### config.mk
export PLATFORM = sky130hd
export DESIGN_NAME = xalu_nibble_seq
export DESIGN_NICKNAME = d
export VERILOG_FILES = /design/src/rtl/xalu_nibble_seq.sv
export SDC_FILE = /design/constraint.sdc
export NUM_CORES = 1
export LEC_CHECK = 0
export CAP_MARGIN = 20
export CORE_AREA = 2 2 132 96
export CTS_CLUSTER_SIZE = 24
export DETAILED_ROUTE_END_ITERATION = 16
export DIE_AREA = 0 0 134 98
export GPL_TIMING_DRIVEN = 0
export MAX_ROUTING_LAYER = met4
export PLACE_DENSITY = 0.51
export SETUP_SLACK_MARGIN = 0.3
export SYNTH_ARGS = -nofsm -noshare
export SYNTH_HDL_FRONTEND = slang
export SYNTH_SLANG_ARGS = --single-unit
### constraint.sdc
create_clock -name clk -period 3.5 [get_ports clk]
set_input_delay 0.7 -clock clk [delete_from_list [all_inputs] [get_ports clk]]
set_output_delay 0.7 -clock clk [all_outputs]
set_load 0.05 [all_outputs]
### src/rtl/xalu_nibble_seq.sv
// xalu_nibble_seq: builds a NIBBLES x 4-bit ALU from one combinational 4-bit
// slice. Wide operands are latched and fed to the slice one nibble per clock,
// with carry/shift chaining between nibbles. The wide result and the status
// flags are assembled from the slice's outputs.
//
// Handshake: a request is accepted on any clock edge where start=1 and
// ready=1. ready is high in IDLE and DONE. start is ignored while in RUN.
// done pulses for one cycle when result and flags are valid. They hold
// until the next accepted start clears them.
module xalu_nibble_seq #(
  parameter int NIBBLES = 4
) (
  input  logic                   clk,
  input  logic                   rst,
  input  logic                   start,
  input  logic [2:0]             op,
  input  logic                   com,
  input  logic                   ci,
  input  logic [4*NIBBLES-1:0]   a,
  input  logic [4*NIBBLES-1:0]   b,
  output logic                   ready,
  output logic                   done,
  output logic [4*NIBBLES-1:0]   result,
  output logic                   co,
  output logic                   zero,
  output logic                   neg_zero,
  output logic                   equ,
  output logic [3:0]             alu_a,
  output logic [3:0]             alu_b,
  output logic [2:0]             alu_f,
  output logic                   alu_com,
  output logic                   alu_ci_right,
  output logic                   alu_ci_left,
  input  logic [3:0]             alu_d,
  input  logic                   alu_co_left,
  input  logic                   alu_co_right,
  output logic [1:0]             state_dbg
);

  localparam int W  = 4 * NIBBLES;
  localparam int IW = $clog2(NIBBLES);
  localparam logic [IW-1:0] LAST_IDX = IW'(NIBBLES - 1);
  localparam logic [2:0]    OP_ADD   = 3'd0;
  localparam logic [2:0]    OP_SHR   = 3'd6;
  localparam logic [2:0]    OP_SHL   = 3'd7;

  typedef enum logic [1:0] {
    IDLE = 2'd0,
    RUN  = 2'd1,
    DONE = 2'd2
  } state_t;

  state_t          state_q, state_d;
  logic [W-1:0]    a_q, b_q;
  logic [2:0]      op_q;
  logic            com_q;
  logic            carry_q;
  logic [IW-1:0]   idx_q;
  logic            accept;
  logic            last_nib;
  logic            carry_nxt;
  logic            keeps_carry;
  logic [W-1:0]    res_nxt;

  assign accept    = start && ready;
  // SHR walks from the top nibble down; every other op walks upward.
  assign last_nib  = (op_q == OP_SHR) ? (idx_q == '0) : (idx_q == LAST_IDX);
  // SHR shifts toward the right edge, so its chain leaves on the right.
  assign carry_nxt = (op_q == OP_SHR) ? alu_co_right : alu_co_left;
  // Only arithmetic and shift ops report a carry. Logic ops chain one,
  // but it is discarded.
  assign keeps_carry = (op_q == OP_ADD) || (op_q == OP_SHR) || (op_q == OP_SHL);
  assign state_dbg = state_q;

  // The slice is driven straight from latched state. The index and carry
  // freeze on the last nibble, so these hold their values outside RUN.
  always_comb begin
    alu_a        = a_q[int'(idx_q)*4 +: 4];
    alu_b        = b_q[int'(idx_q)*4 +: 4];
    alu_f        = op_q;
    alu_com      = com_q;
    alu_ci_left  = (op_q == OP_SHR) ? carry_q : 1'b0;
    alu_ci_right = (op_q == OP_SHR) ? 1'b0 : carry_q;
  end

  // The result as it will stand after this edge. Flags are taken from it.
  always_comb begin
    res_nxt = result;
    res_nxt[int'(idx_q)*4 +: 4] = alu_d;
  end

  // State register.
  always_ff @(posedge clk) begin
    if (rst) state_q <= IDLE;
    else     state_q <= state_d;
  end

  // Next-state logic and status outputs.
  always_comb begin
    state_d = state_q;
    ready   = 1'b1;
    done    = 1'b0;
    case (state_q)
      IDLE: begin
        if (start) state_d = RUN;
      end
      RUN: begin
        ready = 1'b0;
        if (last_nib) state_d = DONE;
      end
      DONE: begin
        done    = 1'b1;
        state_d = start ? RUN : IDLE;
      end
      default: state_d = IDLE;
    endcase
  end

  // Operand latch, nibble walk, result assembly and flag capture.
  always_ff @(posedge clk) begin
    if (rst) begin
      a_q      <= '0;
      b_q      <= '0;
      op_q     <= '0;
      com_q    <= 1'b0;
      carry_q  <= 1'b0;
      idx_q    <= '0;
      result   <= '0;
      co       <= 1'b0;
      zero     <= 1'b0;
      neg_zero <= 1'b0;
      equ      <= 1'b0;
    end else if (accept) begin
      a_q      <= a;
      b_q      <= b;
      op_q     <= op;
      com_q    <= com;
      carry_q  <= ci;
      idx_q    <= (op == OP_SHR) ? LAST_IDX : '0;
      result   <= '0;
      co       <= 1'b0;
      zero     <= 1'b0;
      neg_zero <= 1'b0;
      equ      <= 1'b0;
    end else if (state_q == RUN) begin
      result[int'(idx_q)*4 +: 4] <= alu_d;
      if (last_nib) begin
        co       <= keeps_carry ? carry_nxt : 1'b0;
        zero     <= (res_nxt == '0);
        neg_zero <= (res_nxt == '1);
        equ      <= (a_q == b_q);
      end else begin
        carry_q <= carry_nxt;
        if (op_q == OP_SHR) idx_q <= idx_q - 1'b1;
        else                idx_q <= idx_q + 1'b1;
      end
    end
  end

endmodule
* Word level (Yosys, flattened, before mapping)
Index checks and enable logic that the tools add are counted.
Storage, ports and cells: register bits 61, input port bits 46, output and inout bits 38, word-level logic and storage cells 62
Cells by class: add/subtract/negate cells 3, eq/ne operators 11, shift operators 4, mux-type cells 20, reduce and logical (&&, ||, !) cells 12
Operator list (count):
- $neg A4 Y33 | 1
- $shift A4 B33 Y16 const A | 1
- $shiftx A4 B33 Y16 | 1
- $shiftx A16 B5 Y4 | 2
- $bwmux W16 | 1
- $eq A16 B16 Y1 | 1
- $eq A16 B16 Y1 const B | 1
- $logic_not A16 Y1 | 1
- $mux W2 | 7
- $mux W1 | 11
- $eq A3 B3 Y1 const B | 3
- $ne A2 B2 Y1 const B | 3
- $pmux W2 S3 | 1
- $reduce_and A2 Y1 | 3
- $eq A2 B2 Y1 const B | 2
- $logic_not A2 Y1 | 2
- $logic_not A3 Y1 | 1
- $add A2 B1 Y2 const B | 1
- $eq A2 B1 Y1 const B | 1
- $logic_or A1 B1 Y1 | 2
- $reduce_bool A2 Y1 | 1
- $reduce_or A2 Y1 | 1
- $sub A2 B1 Y2 const B | 1
- $logic_and A1 B1 Y1 | 1

* Depth between registers and ports, before layout
depth in word-level cells 5, depth in mapped cells 9, depth with buffers taken out 7

* Least setup slack after synthesis
No wires, ideal clock.
kind reg2reg, start reg idx_q[0], end reg neg_zero, library setup time 0.069 ns, arrival time 2.478 ns, required time 3.431 ns, setup slack 0.953 ns, stages on the path, launching flop included 10, buffers on the path 2, period minus slack after synthesis 2.547 ns, cells stage by stage dfxtp_1 -> buf_2 -> inv_1 -> ha_1 -> buf_6 -> or3b_4 -> o31ai_1 -> nand4_1 -> or3_1 -> o21ai_1
Between the ends: longest elaborated chain between the ends 4, elaborated cells between the ends (all ways) 9, classes of those cells 1 x add/sub; 2 x eq/ne; 2 x shift; 2 x mux; 2 x reduce/logical
RTL lines:
- start, declared | line 58 | logic [IW-1:0] idx_q;
- start signal, assigned | line 139 | idx_q <= (op == OP_SHR) ? LAST_IDX : '0;
- start signal, assigned | line 154 | if (op_q == OP_SHR) idx_q <= idx_q - 1'b1;
- start signal, assigned | line 155 | else idx_q <= idx_q + 1'b1;
- $neg A4 Y33 | line 89 | res_nxt[int'(idx_q)*4 +: 4] = alu_d;
- $shiftx A4 B33 Y16 or $shift A4 B33 Y16 (tied branches) | line 89
- $bwmux W16 | line 89
- $eq A16 B16 Y1 | line 150 | neg_zero <= (res_nxt == '1);
- end signal, assigned | line 150
- end, declared | line 26 | output logic neg_zero,
Several ways; a longest one is shown, not always the timed one. A chain may end at the register's enable or synchronous reset.

* Worst setup path in the final report
start reg state_q[0], in the netlist state_dbg[0], end out ready
Between the ends: longest elaborated chain between the ends 2
RTL lines:
- start, declared | line 53 | state_t state_q, state_d;
- start signal, assigned | line 95 | else state_q <= state_d;
- $eq A2 B1 Y1 | line 103 | case (state_q)
- $mux W1 | line 103
- end, declared | line 21 | output logic ready,
No other way between the ends.

==> summary.txt <==
Status
  – Status: completed

Floorplanning
  – Die Y: 98 um
  – Core ar.: 12000 um^2
  – # IOs: 84
  – Initial Util: 26.2%
  – Die ar.: 13100 um^2
  – Site Rows: 34
  – Chip Width: 134 um

Synthesis
  – Syn avg cell area: 8.24 um^2
  – Largest area contributor in the netlist: dfxtp_1
  – Post-synth top area share: 39.0%
  – YS warnings: 0
  – Synth Area in Compound Gates: 15.0%
  – Top FF cell, synth: dfxtp_1
  – Post-synth ARST share: 0%
  – Register bit total from synthesis: 61
  – Post-Syn Nets: 432
  – Synth Instances: 380
  – Post-Synth Simple-Gate Area: 26.7%
  – Adder-Cell Fraction of Synth Area: 2.40%
  – Top post-synthesis cells by area: dfxtp_1 39%, nand2_1 10%, a21oi_1 7.7%, mux4_2 5.8%, xnor2_1 5.0%
  – Syn Std Cell Area: 3130 um^2
  – XOR/XNOR share of the synthesized area: 5.03%
  – Post-synth EDFFs: 0
  – Sequential-to-total area share from yosys stat: 39.0%
  – Largest family of logic cells by synthesized area: simple AND/OR/NAND/NOR gates
  – Multiplexer area fraction after synthesis: 7.47%
  – Netlist cell types: 47

Timing
  – Rel. slew slack: 61.2%
  – Final Hold Vio Count: 0
  – PnR worst setup slack: 0.539 ns
  – Final setup TNS: 0 ns
  – Unrepaired setup endpoints after global routing: no
  – Final Skew: 0.00828 ns
  – Final setup violating endpoints: 0
  – Slew @ Worst Pin: 0.581 ns
  – Pins Over Slew Limit: 0
  – Crit path time final: 2.96 ns
  – Final worst-path cycle share: 84.6%
  – Hold WS: 0.456 ns
  – Fmax: 338 MHz

Pwr
  – Cell Pwr Density: 484 nW/um^2
  – Leak: 0.00157 uW
  – Tot Pwr: 2160 uW
  – Maximum VDD drop: 0.213 mV

Worst setup path
  – CP max FO: 8
  – Slowest stage cell, crit path: clkdlybuf4s50_1
  – Crit end category: primary output
  – FF-to-FF setup slack: 0.56 ns
  – WP data arrival: 2.26 ns
  – Crit path cell chain: nor2b_1, buf_2, clkinv_1, clkdlybuf4s50_1
  – Setup crit start: state_dbg[0]
  – Reg-to-Reg Start: idx_q[0]
  – Startpoint types: register
  – CP Class: reg2out
  – Critical path's largest stage delay: 0.79 ns
  – Worst path required time: 2.80 ns
  – Crit-path leading delay family: buffers and inverters
  – Buf+Inv Stages, Crit Path: 3

Routing
  – Vias after detailed routing: 3026
  – Via-to-Cell Ratio: 4.74
  – Wirelength per Cell: 15.2 um
  – Initial drt markers: 184
  – Antenna-violating nets left: 0
  – Pre-Repair DR Iteration Count: 4
  – Drt drc: 0
  – Total wire length: 9.71 mm

Placement
  – DP Worst Slack: 0.534 ns
  – GPL Wtd Cong: 0.863
  – HPWL after DPL: 7.54 mm
  – PortBufs: 81

Clocking
  – Clock Sinks: 61
  – Clock slew at reported path FFs: 0.06 ns
  – H-tree depth: 3
  – TritonCTS clock tree: yes
  – Latest clock arrival within the worst-skew pair: 0.33 ns
  – Root buf cell: clkbuf_16
  – CTS Buf Count: 9
  – Post_cts resized: 8
  – Hold Buf Count CTS: 0
  – Clock buffer depth: 2
  – Post-CTS setup buffer count: 0

Job
  – Max-Cap Viols: 0

Finish
  – Final nets: 524
  – P&R area growth vs syn: 42.4%
  – Antenna cell count: 0
  – Fraction of layout cells with a size suffix above 1: 9.01%
  – Finished Core Util: 37.3%

Global routing
  – Initial antenna violation count: 0
  – Largest net degree at the start of global routing: 12
  – Gr ovfl total: 0
  – Global-route wire length before repair: 15.3 mm
  – Global-route usage over all layers: 15.5%
  – Vias in the first global route: 2938

Min path
  – HP Class: reg2reg
  – Min-delay src: co
==> metal layers <==
layer / global-route usage [%] / part of all wire (%) / vias to the layer above
met5: - / 0 / -
met4: 4.01 / 1.0 / 0
met3: 3.84 / 5.5 / 10
met2: 21.2 / 41 / 70
met1: 22.4 / 52 / 1426
li1: - / - / 1520
==> synthesized netlist by cell type, types with 2 or more instances <==
master,number
nor2b_1,11
a211oi_1,2
nor3b_1,3
buf_2,8
inv_1,6
dfxtp_1,61
ha_1,6
nand3b_1,4
mux2i_1,2
a22o_1,2
nand4_1,9
nand2_1,87
and4bb_2,3
nand3_1,4
a32oi_1,2
o31ai_1,2
and2_1,2
mux2_2,3
nor2_1,20
xnor2_1,18
mux4_2,8
clkbuf_1,13
a21oi_1,48
nand2b_1,3
nor4_1,4
o21ai_0,6
a31oi_1,5
nor3_1,9
and3b_1,4
buf_1,2
o211ai_1,2
a22oi_1,4
nand4b_1,3
==> tightest hold or removal path: cells and delay by family, from the launching register on <==
family | cells | cell delay [ns]
compound gates | 1 | 0.05
flops | 1 | 0.31
simple gates | 1 | 0.05
==> cells in the final DEF (no fill, tap or decap), drive strengths merged, types with 11 or more instances in the layout <==
master	count
xnor2	18
nand2	87
dfxtp	61
a21oi	48
clkbuf	24
nor2b	11
nor2	20
clkdlybuf4s50	73
buf	11
==> final timing paths <==
kind | end | cells after the start
worst min register to register | co | 2
worst max-delay path | ready | 4
worst max register to register | neg_zero | 9
worst min-delay path | co | 2
==> report_power, final <==
| group | internal (uW) | total [uW] | switching [uW] | leakage [uW] |
|---|---|---|---|---|
| sequential | 730 | 769 | 39.4 | 0.000498 |
| clock | 641 | 968 | 328 | 0.000158 |
| combinational | 177 | 423 | 246 | 0.000915 |
==> per-stage QoR <==
stage,cell area (um^2),std cells
after CTS,4460,639
final,4460,639
after detailed placement,4150,623
after global routing,4460,639
after global placement,4150,623
after floorplan,3130,380
==> sequential cells by signal, indices dropped and copies added, names as in the netlist <==
signal and count:
a_q 16, alu_com 1, idx_q 2, neg_zero 1, co 1, equ 1
b_q 16, zero 1, carry_q 1, result 16, state_dbg 2, alu_f 3
==> layout make-up <==
class / instances / area, um^2
fillers: 1225 / 7490
multi-input cells: 287 / 1770
flip-flops and latches: 61 / 1220
repair buffers: 81 / 801
clock buffers: 10 / 239
well taps: 162 / 203
plain buffers: 25 / 113
clock inverters: 6 / 86.3
inverters: 7 / 26.3
==> logic make-up (layout without fill, tap and decap cells) <==
logic type,Yosys count,count (layout)
simple gates,170,170
compound gates,80,80
flops,61,61
buf+inv,32,129
xor+xnor,18,18
mux,13,13
fa+ha+maj,6,6
No activity file was read; power rests on OpenSTA's default activity.
